## config.mk

```make
export PLATFORM = sky130hd
export DESIGN_NAME = sram_arbiter_flat
export DESIGN_NICKNAME = d
export VERILOG_FILES = /design/src/rtl/sram_arb_pkg.sv /design/src/rtl/sram_arbiter_if.sv /design/src/rtl/sram_arbiter.sv /design/src/flat_wrapper.sv
export SDC_FILE = /design/constraint.sdc
export NUM_CORES = 1
export LEC_CHECK = 0
export CAP_MARGIN = 20
export CORE_MARGIN = 8
export CORE_UTILIZATION = 24
export CTS_BUF_LIST = sky130_fd_sc_hd__clkbuf_16
export DETAILED_ROUTE_END_ITERATION = 12
export PLACE_DENSITY = 0.82
export SLEW_MARGIN = 10
export SYNTH_ARGS = -nofsm -noshare
export SYNTH_HDL_FRONTEND = slang
export SYNTH_SLANG_ARGS = --single-unit
```

## constraint.sdc

```tcl
create_clock -name clk -period 1.6 [get_ports clk]
set_input_delay 0.24 -clock clk [delete_from_list [all_inputs] [get_ports clk]]
set_output_delay 0.24 -clock clk [all_outputs]
set_load 0.01 [all_outputs]
```

## src/rtl/sram_arb_pkg.sv

```systemverilog
// -----------------------------------------------------------------------------
// sram_arb_pkg
// Purpose : shared definitions for the two-port SRAM arbiter.
//           - owner_e  : bus ownership state (free, or locked to one port)
//           - PORT0/1  : index of each requester in the grant vector
//           - tie_gnt  : round-robin tie-break, used when SRAM_ARB_RR_EN is set
// -----------------------------------------------------------------------------
package sram_arb_pkg;

    typedef enum logic [1:0] {
        OWN_NONE = 2'd0,
        OWN0     = 2'd1,
        OWN1     = 2'd2
    } owner_e;

    localparam int PORT0 = 0;
    localparam int PORT1 = 1;

    // Two requesters tie: the port that was not served last wins.
    // Returns a one-hot grant vector {m1, m0}.
    function automatic logic [1:0] tie_gnt(input logic last);
        return last ? 2'b01 : 2'b10;
    endfunction

endpackage

```

## src/rtl/sram_arbiter_if.sv

```systemverilog
// -----------------------------------------------------------------------------
// sram_arbiter_if
// Purpose : bundles both requester ports, the shared read-data return and the
//           single-port SRAM pins.
// Modports:
//   slave  - arbiter view: request inputs, gnt/rvalid/rdata outputs, SRAM pins
//   master - requester view (m0 and m1 sides): drives requests, sees grants
// Signals : mN_req/we/lock/addr/wdata, mN_gnt, mN_rvalid, m_rdata,
//           sram_en/we/addr/wdata, sram_rdata
// -----------------------------------------------------------------------------
interface sram_arbiter_if #(
    parameter int DATA_WIDTH = 8,
    parameter int ADDR_WIDTH = 9
);
    logic                  m0_req, m0_we, m0_lock, m0_gnt, m0_rvalid;
    logic [ADDR_WIDTH-1:0] m0_addr;
    logic [DATA_WIDTH-1:0] m0_wdata;
    logic                  m1_req, m1_we, m1_lock, m1_gnt, m1_rvalid;
    logic [ADDR_WIDTH-1:0] m1_addr;
    logic [DATA_WIDTH-1:0] m1_wdata;
    logic [DATA_WIDTH-1:0] m_rdata;
    logic                  sram_en, sram_we;
    logic [ADDR_WIDTH-1:0] sram_addr;
    logic [DATA_WIDTH-1:0] sram_wdata, sram_rdata;

    modport slave (
        input  m0_req, m0_we, m0_lock, m0_addr, m0_wdata,
        input  m1_req, m1_we, m1_lock, m1_addr, m1_wdata,
        output m0_gnt, m0_rvalid, m1_gnt, m1_rvalid, m_rdata,
        output sram_en, sram_we, sram_addr, sram_wdata,
        input  sram_rdata
    );

    modport master (
        output m0_req, m0_we, m0_lock, m0_addr, m0_wdata,
        output m1_req, m1_we, m1_lock, m1_addr, m1_wdata,
        input  m0_gnt, m0_rvalid, m1_gnt, m1_rvalid, m_rdata
    );
endinterface

```

## src/rtl/sram_arbiter.sv

```systemverilog
// -----------------------------------------------------------------------------
// sram_arbiter
// Purpose : shares one single-port synchronous SRAM (1-cycle read latency)
//           between m0 (sector loader, writes) and m1 (scanner, reads).
//           One access per cycle, grant is combinational, read data comes back
//           one cycle later with a per-port rvalid strobe. A grant taken with
//           mN_lock=1 keeps the SRAM reserved for that port (bursts).
// Ports   : clk, reset_n (async, active low), bus (sram_arbiter_if.slave)
// Config  : SRAM_ARB_RR_EN defined   -> round-robin on a tie
//           SRAM_ARB_RR_EN undefined -> m0 always wins a tie
// -----------------------------------------------------------------------------
module sram_arbiter
    import sram_arb_pkg::*;
#(
    parameter int DATA_WIDTH = 8,
    parameter int ADDR_WIDTH = 9
) (
    input  logic          clk,
    input  logic          reset_n,
    sram_arbiter_if.slave bus
);

    owner_e     owner_q;
    logic [1:0] rvalid_q;    // per-port read-return pipe, bit = port index
    logic [1:0] gnt;
`ifdef SRAM_ARB_RR_EN
    logic       last_q;      // port served by the most recent grant
`endif

    // Grant selection. While a port owns the bus only it can be granted;
    // the other port simply sees gnt=0 and keeps holding its request.
    always_comb begin
        gnt = 2'b00;
        case (owner_q)
            OWN0:    gnt[PORT0] = bus.m0_req;
            OWN1:    gnt[PORT1] = bus.m1_req;
            default: begin
                if (bus.m0_req && bus.m1_req) begin
`ifdef SRAM_ARB_RR_EN
                    gnt = tie_gnt(last_q);
`else
                    gnt[PORT0] = 1'b1;
`endif
                end else begin
                    gnt[PORT0] = bus.m0_req;
                    gnt[PORT1] = bus.m1_req;
                end
            end
        endcase
    end

    // Ownership is decided purely by the grant just issued: a locked grant
    // reserves the bus, anything else (unlocked grant or dropped req) frees it.
    always_ff @(posedge clk or negedge reset_n) begin
        if (!reset_n) begin
            owner_q  <= OWN_NONE;
            rvalid_q <= 2'b00;
`ifdef SRAM_ARB_RR_EN
            last_q   <= 1'b1;
`endif
        end else begin
            if (gnt[PORT0] && bus.m0_lock)
                owner_q <= OWN0;
            else if (gnt[PORT1] && bus.m1_lock)
                owner_q <= OWN1;
            else
                owner_q <= OWN_NONE;

            rvalid_q <= {gnt[PORT1] & ~bus.m1_we, gnt[PORT0] & ~bus.m0_we};
`ifdef SRAM_ARB_RR_EN
            if (|gnt)
                last_q <= gnt[PORT1];
`endif
        end
    end

    assign bus.m0_gnt    = gnt[PORT0];
    assign bus.m1_gnt    = gnt[PORT1];
    assign bus.m0_rvalid = rvalid_q[PORT0];
    assign bus.m1_rvalid = rvalid_q[PORT1];
    assign bus.m_rdata   = bus.sram_rdata;

    // SRAM pins are driven to zero whenever nothing is granted.
    assign bus.sram_en    = |gnt;
    assign bus.sram_we    = gnt[PORT0] ? bus.m0_we    : gnt[PORT1] ? bus.m1_we    : 1'b0;
    assign bus.sram_addr  = gnt[PORT0] ? bus.m0_addr  : gnt[PORT1] ? bus.m1_addr  : '0;
    assign bus.sram_wdata = gnt[PORT0] ? bus.m0_wdata : gnt[PORT1] ? bus.m1_wdata : '0;

endmodule
```

## src/flat_wrapper.sv

```systemverilog
// flat-port wrapper written by rule: the top's interface ports become plain ports
module sram_arbiter_flat import sram_arb_pkg::*;
#(
    parameter int DATA_WIDTH = 8,
    parameter int ADDR_WIDTH = 9
)
  (clk, reset_n, bus_m0_req, bus_m0_we, bus_m0_lock, bus_m0_addr, bus_m0_wdata, bus_m1_req, bus_m1_we, bus_m1_lock, bus_m1_addr, bus_m1_wdata, bus_m0_gnt, bus_m0_rvalid, bus_m1_gnt, bus_m1_rvalid, bus_m_rdata, bus_sram_en, bus_sram_we, bus_sram_addr, bus_sram_wdata, bus_sram_rdata);
  sram_arbiter_if #(.DATA_WIDTH(DATA_WIDTH), .ADDR_WIDTH(ADDR_WIDTH)) bus_i ();
  input  logic clk;
  input  logic reset_n;
  input wire logic [$bits(bus_i.m0_req)-1:0] bus_m0_req;
  input wire logic [$bits(bus_i.m0_we)-1:0] bus_m0_we;
  input wire logic [$bits(bus_i.m0_lock)-1:0] bus_m0_lock;
  input wire logic [$bits(bus_i.m0_addr)-1:0] bus_m0_addr;
  input wire logic [$bits(bus_i.m0_wdata)-1:0] bus_m0_wdata;
  input wire logic [$bits(bus_i.m1_req)-1:0] bus_m1_req;
  input wire logic [$bits(bus_i.m1_we)-1:0] bus_m1_we;
  input wire logic [$bits(bus_i.m1_lock)-1:0] bus_m1_lock;
  input wire logic [$bits(bus_i.m1_addr)-1:0] bus_m1_addr;
  input wire logic [$bits(bus_i.m1_wdata)-1:0] bus_m1_wdata;
  output wire logic [$bits(bus_i.m0_gnt)-1:0] bus_m0_gnt;
  output wire logic [$bits(bus_i.m0_rvalid)-1:0] bus_m0_rvalid;
  output wire logic [$bits(bus_i.m1_gnt)-1:0] bus_m1_gnt;
  output wire logic [$bits(bus_i.m1_rvalid)-1:0] bus_m1_rvalid;
  output wire logic [$bits(bus_i.m_rdata)-1:0] bus_m_rdata;
  output wire logic [$bits(bus_i.sram_en)-1:0] bus_sram_en;
  output wire logic [$bits(bus_i.sram_we)-1:0] bus_sram_we;
  output wire logic [$bits(bus_i.sram_addr)-1:0] bus_sram_addr;
  output wire logic [$bits(bus_i.sram_wdata)-1:0] bus_sram_wdata;
  input wire logic [$bits(bus_i.sram_rdata)-1:0] bus_sram_rdata;
  assign bus_i.m0_req = bus_m0_req;
  assign bus_i.m0_we = bus_m0_we;
  assign bus_i.m0_lock = bus_m0_lock;
  assign bus_i.m0_addr = bus_m0_addr;
  assign bus_i.m0_wdata = bus_m0_wdata;
  assign bus_i.m1_req = bus_m1_req;
  assign bus_i.m1_we = bus_m1_we;
  assign bus_i.m1_lock = bus_m1_lock;
  assign bus_i.m1_addr = bus_m1_addr;
  assign bus_i.m1_wdata = bus_m1_wdata;
  assign bus_m0_gnt = bus_i.m0_gnt;
  assign bus_m0_rvalid = bus_i.m0_rvalid;
  assign bus_m1_gnt = bus_i.m1_gnt;
  assign bus_m1_rvalid = bus_i.m1_rvalid;
  assign bus_m_rdata = bus_i.m_rdata;
  assign bus_sram_en = bus_i.sram_en;
  assign bus_sram_we = bus_i.sram_we;
  assign bus_sram_addr = bus_i.sram_addr;
  assign bus_sram_wdata = bus_i.sram_wdata;
  assign bus_i.sram_rdata = bus_sram_rdata;
  sram_arbiter #(.DATA_WIDTH(DATA_WIDTH), .ADDR_WIDTH(ADDR_WIDTH)) u_core (.clk(clk), .reset_n(reset_n), .bus(bus_i));
endmodule
```

# Word-level counts from Yosys, hierarchy flattened
# Index checks and enable logic that the tools add are counted.
classes:
  reduce_logical: 4
  n_lt_le_gt_ge: 0
  n_eq_ne: 2
  bitwise: 4
  mul: 0
  muxes: 12
  shift: 0
  n_addsub: 0
  div_mod_pow: 0
op_table:
  columns: ["operator", "n"]
  rows:
  - ["9-bit two-way mux", 2]
  - ["8-bit two-way mux", 2]
  - ["1-bit two-way mux", 4]
  - ["2-bit two-way mux", 2]
  - ["1-bit one-hot mux with 2 select lines", 2]
  - ["1-bit logical AND", 3]
  - ["1-bit bitwise AND", 2]
  - ["2-bit by 1-bit == test with 1-bit output, second input constant", 1]
  - ["2-bit == test, second input constant", 1]
  - ["1-bit inverter", 2]
  - ["2-bit OR reduction", 1]
word_totals:
  input_bits: 50
  mem_bits_ro: 0
  ram_bits: 0
  latch_bits: 0
  ff_bits: 4
  wordCells: 24
  n_memories: 0

# Depth between registers and ports, before layout
# Gate-level depths: netlist of run 1.
logic_depth:
  word_depth: 6
  mapped_depth: 6
  depth_no_buf: 5

# Worst setup path after synthesis of run 1
# OpenSTA, ideal clock, no wires.
synth_path:
  path_kind: "flip-flop to output port"
  start: "register u_core.owner_q[0]"
  end: "output port bus_sram_addr[0]"
  path_stages_with_launch: 7
  arrival_time_ns: 1.503
  slack_ns: -0.143
  t_required_ns: 1.360
  path_buffers: 1
  path_cell_list: "dfrtp_1 -> inv_1 -> ha_1 -> o21ai_2 -> inv_2 -> buf_6 -> o31ai_1"
synth_between:
  word_cells_on_any_way: 6
  classes_between: "eq/ne (2); mux (4)"
synth_lines:
  columns: ["element", "line", "text"]
  rows:
  - ["start, declared", "sram_arbiter.sv:23", "owner_e owner_q;"]
  - ["start signal, assigned", "sram_arbiter.sv:56", "owner_q <= OWN_NONE;"]
  - ["start signal, assigned", "sram_arbiter.sv:63", "owner_q <= OWN0;"]
  - ["start signal, assigned", "sram_arbiter.sv:65", "owner_q <= OWN1;"]
  - ["2-bit == test / 2-bit by 1-bit == test with 1-bit output (equally long branches)", "sram_arbiter.sv:34", "case (owner_q)"]
  - ["1-bit one-hot mux with 2 select lines *", "sram_arbiter.sv:34", null]
  - ["net bus_m0_gnt", "flat_wrapper.sv:21", "output wire logic [$bits(bus_i.m0_gnt)-1:0] bus_m0_gnt;"]
  - ["9-bit two-way mux *", "sram_arbiter.sv:86", "assign bus.sram_addr = gnt[PORT0] ? bus.m0_addr : gnt[PORT1] ? bus.m1_addr : '0;"]
  - ["end, declared", "flat_wrapper.sv:28", "output wire logic [$bits(bus_i.sram_addr)-1:0] bus_sram_addr;"]
# Mark *: on every way through the listed nets, which the timed path passes. The rest lies on a longest branch.

# Worst setup path after layout of run 1
layout_path:
  start: "register u_core.owner_q[0]"
  end: "output port bus_sram_wdata[5]"
layout_between:
  elab_chain_len: 4
  word_cells_on_any_way: 6
  classes_between: "eq/ne (2); mux (4)"
layout_rtl:
  columns: ["element", "line", "text"]
  rows:
  - ["2-bit == test / 2-bit by 1-bit == test with 1-bit output (equally long branches)", "sram_arbiter.sv:34", null]
  - ["1-bit one-hot mux with 2 select lines", "sram_arbiter.sv:34", null]
  - ["8-bit two-way mux", "sram_arbiter.sv:87", "assign bus.sram_wdata = gnt[PORT0] ? bus.m0_wdata : gnt[PORT1] ? bus.m1_wdata : '0;"]
  - ["8-bit two-way mux *", "sram_arbiter.sv:87", null]
  - ["end, declared", "flat_wrapper.sv:29", "output wire logic [$bits(bus_i.sram_wdata)-1:0] bus_sram_wdata;"]
# Mark *: on every way between the ends. The rest lies on a longest branch, timed or not.

==> run_results.csv, run 1 <==
group,metric,value,unit
grt,grtUsageTotal,14.1,%
worst_setup_path,worstSetupEndpointType,"output pin",
synthesis,synth-compound-area-share,49.8,%
timing,period_share,124,%
route,top_layer,"met4",
cells_and_area,layout.nets,216,
synthesis,yosysTopAreaCell,"o211ai_1",
job,drv_cap,0,
clock_network,clkTransAtPathRegs,30,ps
die,initial_core_util,25.1,%
placed_design,port_buffers,64,
synthesis,synth_xor_area_share,0,%
timing,hold_viol,0,
synthesis,synth-simple-area-share,3.07,%
route,drtIter0Drc,31,
die,rows,19,
worst_setup_path,crit_slowest_cell,"dfrtp_1",
cells_and_area,antenna_cells,0,
grt,grt_antenna_before_repair,0,
synthesis,synth.area.top_cells,"o211ai_1 (19%), o31ai_1 (19%), dfrtp_1 (14%)",
die,die_area,4860,sq um
placed_design,place_congestion,0.873,
route,vias,1004,
worst_setup_path,crit_fanout,18,
route,ant_nets,0,
timing,worstMarginPinSlew,280,ps
synthesis,avgSynthCellArea,7.62,sq um
route,wl_met3,275,microns
timing,setup_viol,21,
worst_setup_path,cp_num_buf_inv,4,
synthesis,synthCells,91,
worst_setup_path,reg2reg_from,"u_core.owner_q[1]",
synthesis,synth_top_family_by_area,"compound AO/OA/AOI/OAI gates",
timing,skew,0.353,ps
clock_network,clock_path_buffers,2,
hold_path,hp-class,"primary input to async pin",
route,met1Wirelength,1.25,mm
cells_and_area,final_design_area_no_fill,1670,sq um
timing,hold_slack,228,ps
clock_network,cts_max_level,1,
pwr,p_sw,332,uW
status,status,"complete, but fails checks",
worst_setup_path,cp.arrival,1740,ps
pwr,p_leak,0.000737,uW
timing,rsz0062_at_grt,"true",
worst_setup_path,startpoint,"u_core.owner_q[0]",
placed_design,dp_hpwl,2.50,mm
clock_network,cts_tree,"yes",
cells_and_area,nFillCells,239,
clock_network,clk_latency,220,ps
die,die_h,69.7,microns
route,wl_met2,1.87,mm
synthesis,synth.net_count,143,
timing,maxSlewHeadroom,81.2,%
synthesis,yosys_warnings,0,
synthesis,synthMuxAreaShare,0,%
synthesis,yosys.area_share.adder,3.61,%
route,first_pass_iters,4,
worst_setup_path,cp_top_family,"buffers and inverters",
clock_network,cts.sinks,4,
pwr,switching_share,30.9,%
worst_setup_path,crit_chain,"inv_2 > ha_4 > o21ai_4 > inv_8 > buf_6 > o31ai_1 > buf_2",
pwr,ir_worst_vdd,0.951,mV
cells_and_area,final_layout_size_suffix_gt1_share,40.1,%
timing,worst_slack,-382,ps
worst_setup_path,startpoint_type,"register",
grt,grt_pass1_wl,5.73,mm
pwr,power_density,642,nW/um^2
worst_setup_path,worstPathRequired,1360,ps
pwr,p_int,741,uW
pwr,p_comb_share,53.6,%
timing,fmax,505,MHz
clock_network,cts-root-buf,"clkbuf_16",
cells_and_area,multi_input_area,572,sq um
worst_setup_path,rrSetupSlack,10,ps
synthesis,synth_cell_types,18,
timing,drv_slew,0,
synthesis,synth_top_area_share,19.5,%
placed_design,placed_cell_area,1460,sq um
die,die_x,69.7,microns
status,failed_checks,"negative setup slack",
grt,grt_pass1_vias,1120,
timing,post-route-min-period,1980,ps
route,routed_wl,3.49,mm
worst_setup_path,cpPeakStageDelay,380,ps
route,viasPerCell,5.20,
route,routedWlPerCell,18.1,microns
grt,overflow,0,
pwr,clock_power_share,36.1,%
route,drc_errors,0,
worst_setup_path,worstSetupPathType,"register to output pin",
grt,grt_max_degree,21,
die,io_pins,81,
pwr,seqPwrFrac,10.3,%
cells_and_area,areaGrowthSynthToFinish,141,%
clock_network,cts_made_buffers,3,
cells_and_area,final-seq-area,100,sq um
die,core,2760,sq um
synthesis,ys_ff_latch,4,
synthesis,synth-seq-area-share,14.4,%
synthesis,netlist_area,693,sq um
==> synth_stat cells <==
cell       number
o211a_4         1
a2111oi_4       1
buf_6           2
ha_1            2
o21ai_2         2
dfrtp_1         4
nand2_1         1
or2b_1          1
nor2_1          1
buf_4           9
o211ai_1       18
nand2b_1        1
buf_2           5
o31ai_1        18
a21oi_1         1
inv_2           1
inv_1          22
a211oi_1        1
==> layout make-up <==
type                    instances  share of cell area (%)
inverters                      23                    5.62
multi-input cells              48                    34.2
repair buffers                 84                    47.3
flip-flops and latches          4                    5.99
well taps                      31                    2.32
clock buffers                   3                    4.49
==> registers in the layout, indices dropped and copies added (netlist names) <==
register,cells
u_core.rvalid_q,2
u_core.owner_q,2
==> worst paths after layout <==
| check | end | depth (start not counted) |
|---|---|---|
| max reg2reg | u_core.owner_q[1] | 4 |
| min reg2reg | u_core.owner_q[1] | 5 |
| min | u_core.rvalid_q[1] | 1 |
| max | bus_sram_wdata[5] | 7 |
| max in group asynchronous | u_core.owner_q[0] | 1 |
| min in group clk | bus_m_rdata[4] | 0 |
==> kinds of logic after synthesis <==
family                     count (synthesis)
AOI/OAI and AO/OA                         42
buffers and inverters                     39
and+or+nand+nor                            4
DFF                                        4
adders and majority gates                  2
==> layout by cell type, fill, tap and decap left out, drive strengths merged <==
cell and n:
a211oi 1, inv 23, o21ai 2, or2b 1, o31ai 18, dfrtp 4, nor2 1, clkbuf 3
clkdlybuf4s50 43, nand2 1, o211ai 18, buf 41, nand2b 1, a21oi 1, ha 2, o211a 1
a2111oi 1
==> routing by layer <==
metal | GRT usage (%) | up-vias
met4 | 4.69 | 0
met5 | 0 | -
li1 | - | 470
met3 | 5.44 | 12
met1 | 14.3 | 461
met2 | 25.8 | 61
==> power by group through the flow <==
stage               Combinational [uW]  Clock [uW]  Sequential (uW)
CTS                                568         392              111
global placement                   495           0              111
floorplan                          279           0              113
finish                             575         387              110
detailed placement                 508           0              112
global route                       614         403              111
==> timing repair <==
action / in CTS / in global routing
setup endpoints to repair: 22 / 23
hold buffers: 0 / 0
buffers inserted: 11 / 1
pin swaps: 6 / 3
gates cloned: 1 / 0
hold endpoints to repair: 0 / 0
resized for setup: 100 / 7
==> through the flow <==
| step | total power [uW] | TNS, ps | utilization, % | instances | setup WS (ps) |
|---|---|---|---|---|---|
| 2_1_floorplan | 392 | 0 | - | 91 | 6.49 |
| 3_3_place_gp | 606 | -12450 | 53.1 | 177 | -646 |
| 3_5_place_dp | 619 | -13810 | 53.1 | 177 | -743 |
| 4_1_cts | 1070 | -6310 | 59.8 | 192 | -395 |
| 5_1_grt | 1130 | -7510 | 60.6 | 193 | -498 |
| 6_report | 1070 | -6060 | 60.6 | 193 | -382 |
Power figures use the tool's default switching activity.
==> run 2: changes to the inputs <==
--- a/config.mk
+++ b/config.mk
@@ -9,6 +9,7 @@
 export CORE_MARGIN = 8
 export CORE_UTILIZATION = 24
 export CTS_BUF_LIST = sky130_fd_sc_hd__clkbuf_16
+export CTS_CLUSTER_SIZE = 14
 export DETAILED_ROUTE_END_ITERATION = 12
 export PLACE_DENSITY = 0.82
 export SLEW_MARGIN = 10
==> results of run 2 <==
The final DEF is identical to that of run 1; final timing and power are the same.
==> run 3: changes to the inputs <==
--- a/config.mk
+++ b/config.mk
@@ -12,6 +12,7 @@
 export CTS_CLUSTER_SIZE = 14
 export DETAILED_ROUTE_END_ITERATION = 12
 export PLACE_DENSITY = 0.82
+export SETUP_SLACK_MARGIN = 0.02
 export SLEW_MARGIN = 10
 export SYNTH_ARGS = -nofsm -noshare
 export SYNTH_HDL_FRONTEND = slang
==> run 3 against run 2 <==
Effect of this change:
- the run still ends with negative setup slack left
- non-clock buffer count up 1
- largest cell class unchanged
- via count fell by 5.2%
- maximum frequency up 2.6%
- setup slack better by 50 ps
- routed wire length fell by 2.6%
- first-iteration DRC count shrank 39%
- sequential power is essentially flat
==> run_results.csv, run 3 (synthesis results as in run 1) <==
group,metric,value,unit
worst_setup_path,worstSetupEndpointType,"output pin",
clock_network,cts.sinks,4,
worst_setup_path,reg2reg_from,"u_core.owner_q[0]",
placed_design,port_buffers,64,
status,failed_checks,"negative setup slack",
placed_design,placed_cell_area,1490,sq um
grt,top_usage_layer,"met2",
worst_setup_path,cp.arrival,1690,ps
timing,worstMarginPinSlew,331,ps
cells_and_area,reg_top3,"u_core.owner_q (2), u_core.rvalid_q (2)",
route,drc_errors,0,
timing,rsz0062_at_grt,"true",
worst_setup_path,reg2reg_depth,6,
timing,setup_viol,22,
pwr,ir_worst_vdd,0.485,mV
grt,grt_pass1_vias,1038,
cells_and_area,nFillCells,233,
timing,hold_slack,216,ps
placed_design,place_congestion,0.787,
placed_design,dp_hpwl,2.46,mm
cells_and_area,areaGrowthSynthToFinish,146,%
worst_setup_path,worstSetupPathType,"register to output pin",
die,core,2760,sq um
worst_setup_path,rrSetupSlack,-10,ps
clock_network,cts_max_level,1,
die,rows,19,
grt,grt_max_degree,20,
timing,drv_slew,0,
die,io_pins,81,
clock_network,clk_latency,220,ps
worst_setup_path,crit_fanout,10,
grt,grt_pass1_wl,5.19,mm
pwr,total_power,1080,uW
job,drv_cap,0,
grt,grtUsageMet3,3.58,%
hold_path,hp-class,"primary input to async pin",
cells_and_area,antenna_cells,0,
route,ant_nets,0,
timing,skew,2.04,ps
timing,hold_viol,0,
clock_network,cts_tree,"yes",
grt,grt_antenna_before_repair,0,
clock_network,clock_path_buffers,2,
worst_setup_path,startpoint,"u_core.owner_q[0]",
cells_and_area,final_layout_size_suffix_gt1_share,44.2,%
clock_network,cts_made_buffers,3,
worst_setup_path,cp_top_family,"buffers and inverters",
worst_setup_path,worstPathRequired,1360,ps
die,die_area,4860,sq um
worst_setup_path,timing.rr.end,"u_core.owner_q[1]",
timing,maxSlewHeadroom,77.8,%
cells_and_area,layout.nets,219,
route,first_pass_iters,4,
worst_setup_path,worst-path-stages,7,
placed_design,placedCellCount,181,
timing,worst_slack,-332,ps
die,initial_core_util,25.1,%
route,drtIter0Drc,19,
grt,overflow,0,
cells_and_area,final_common_cell,"clkdlybuf4s50_1",
clock_network,clkTransAtPathRegs,30,ps
pwr,power_density,631,nW/um^2
grt,grt_use_met1,12.5,%
clock_network,cts-root-buf,"clkbuf_16",
timing,post-route-min-period,1930,ps
route,routed_wl,3.40,mm
cells_and_area,fin_cells,196,
cells_and_area,final_design_area_no_fill,1710,sq um
worst_setup_path,crit_chain,"buf_6 > ha_4 > o21ai_4 > buf_12 > inv_16 > o31ai_4 > buf_2",
timing,fmax,517,MHz
cells_and_area,final_cell_mix,"clkdlybuf4s50_1 (43), inv_1 (21), buf_2 (20)",
grt,use_met2,25.5,%
die,die_x,69.7,microns
worst_setup_path,cpPeakStageDelay,390,ps
clock_network,ctsHoldBuffers,0,
timing,tns,-6120,ps
pwr,p_leak,0.000741,uW
route,vias,952,
status,status,"complete, but fails checks",
timing,period_share,121,%
grt,grtUsageTotal,13.0,%
worst_setup_path,cp-endpoint,"bus_sram_addr[0]",
die,die_h,69.7,microns
route,viasPerCell,4.86,
route,routedWlPerCell,17.4,microns
worst_setup_path,crit_slowest_cell,"dfrtp_1",
worst_setup_path,cp_num_buf_inv,4,
worst_setup_path,startpoint_type,"register",
[run 3: cell type report]
class,instances,area (sq um),area share [%]
Clock buffer,3,75.1,4.40
Inverter,23,103,6.02
Multi-Input combinational cell,48,609,35.7
Sequential cell,4,100,5.87
Tap cell,31,38.8,2.27
Timing Repair Buffer,85,762,44.7
Timing Repair inverter,2,17.5,1.03
[run 3: per-stage QoR]
step                worst slack (ps)  utilization, %
floorplan                       6.49               -
global placement                -639            54.2
detailed placement              -755            54.2
CTS                             -314            60.4
global route                    -399            61.8
finish                          -332            61.8
[run 3: worst register-to-register path: cells and delay by family, from the launching register on]
kind	cells	cell delay [ps]
adder cells (fa/ha/maj)	1	170
AO/OA/AOI/OAI	2	560
flip-flops	1	390
buffers and inverters	3	390
[run 3: routing by layer]
metal  part of all wire, %  wire length [microns]
met1                    36                   1230
met4                  0.94                     32
met2                    57                   1940
met3                   6.1                    208
met5                     0                      0
[run 3: how the worst min path moves through the flow]
stage	from	end	slack, ps
2_1_floorplan	reset_n	u_core.owner_q[0]	-60
3_3_place_gp	reset_n	u_core.rvalid_q[0]	450
3_5_place_dp	reset_n	u_core.rvalid_q[0]	450
4_1_cts	reset_n	u_core.rvalid_q[1]	210
5_1_grt	reset_n	u_core.rvalid_q[0]	230
6_report	reset_n	u_core.rvalid_q[0]	220
[run 3: repair_timing]
| item | 4_1_cts | 5_1_grt |
|---|---|---|
| endpoints found under the setup margin | 23 | 23 |
| hold endpoints to repair | 0 | 0 |
| gates resized for setup | 109 | 7 |
| cloned | 2 | 0 |
| pin swaps | 9 | 2 |
| setup buffers | 9 | 1 |
[run 3: power by group]
part	total [uW]	leakage [uW]	switching (uW)	internal, uW
clock network	387	0.0000370	67.9	319
registers	111	0.0000535	3.43	107
logic	578	0.000651	274	304
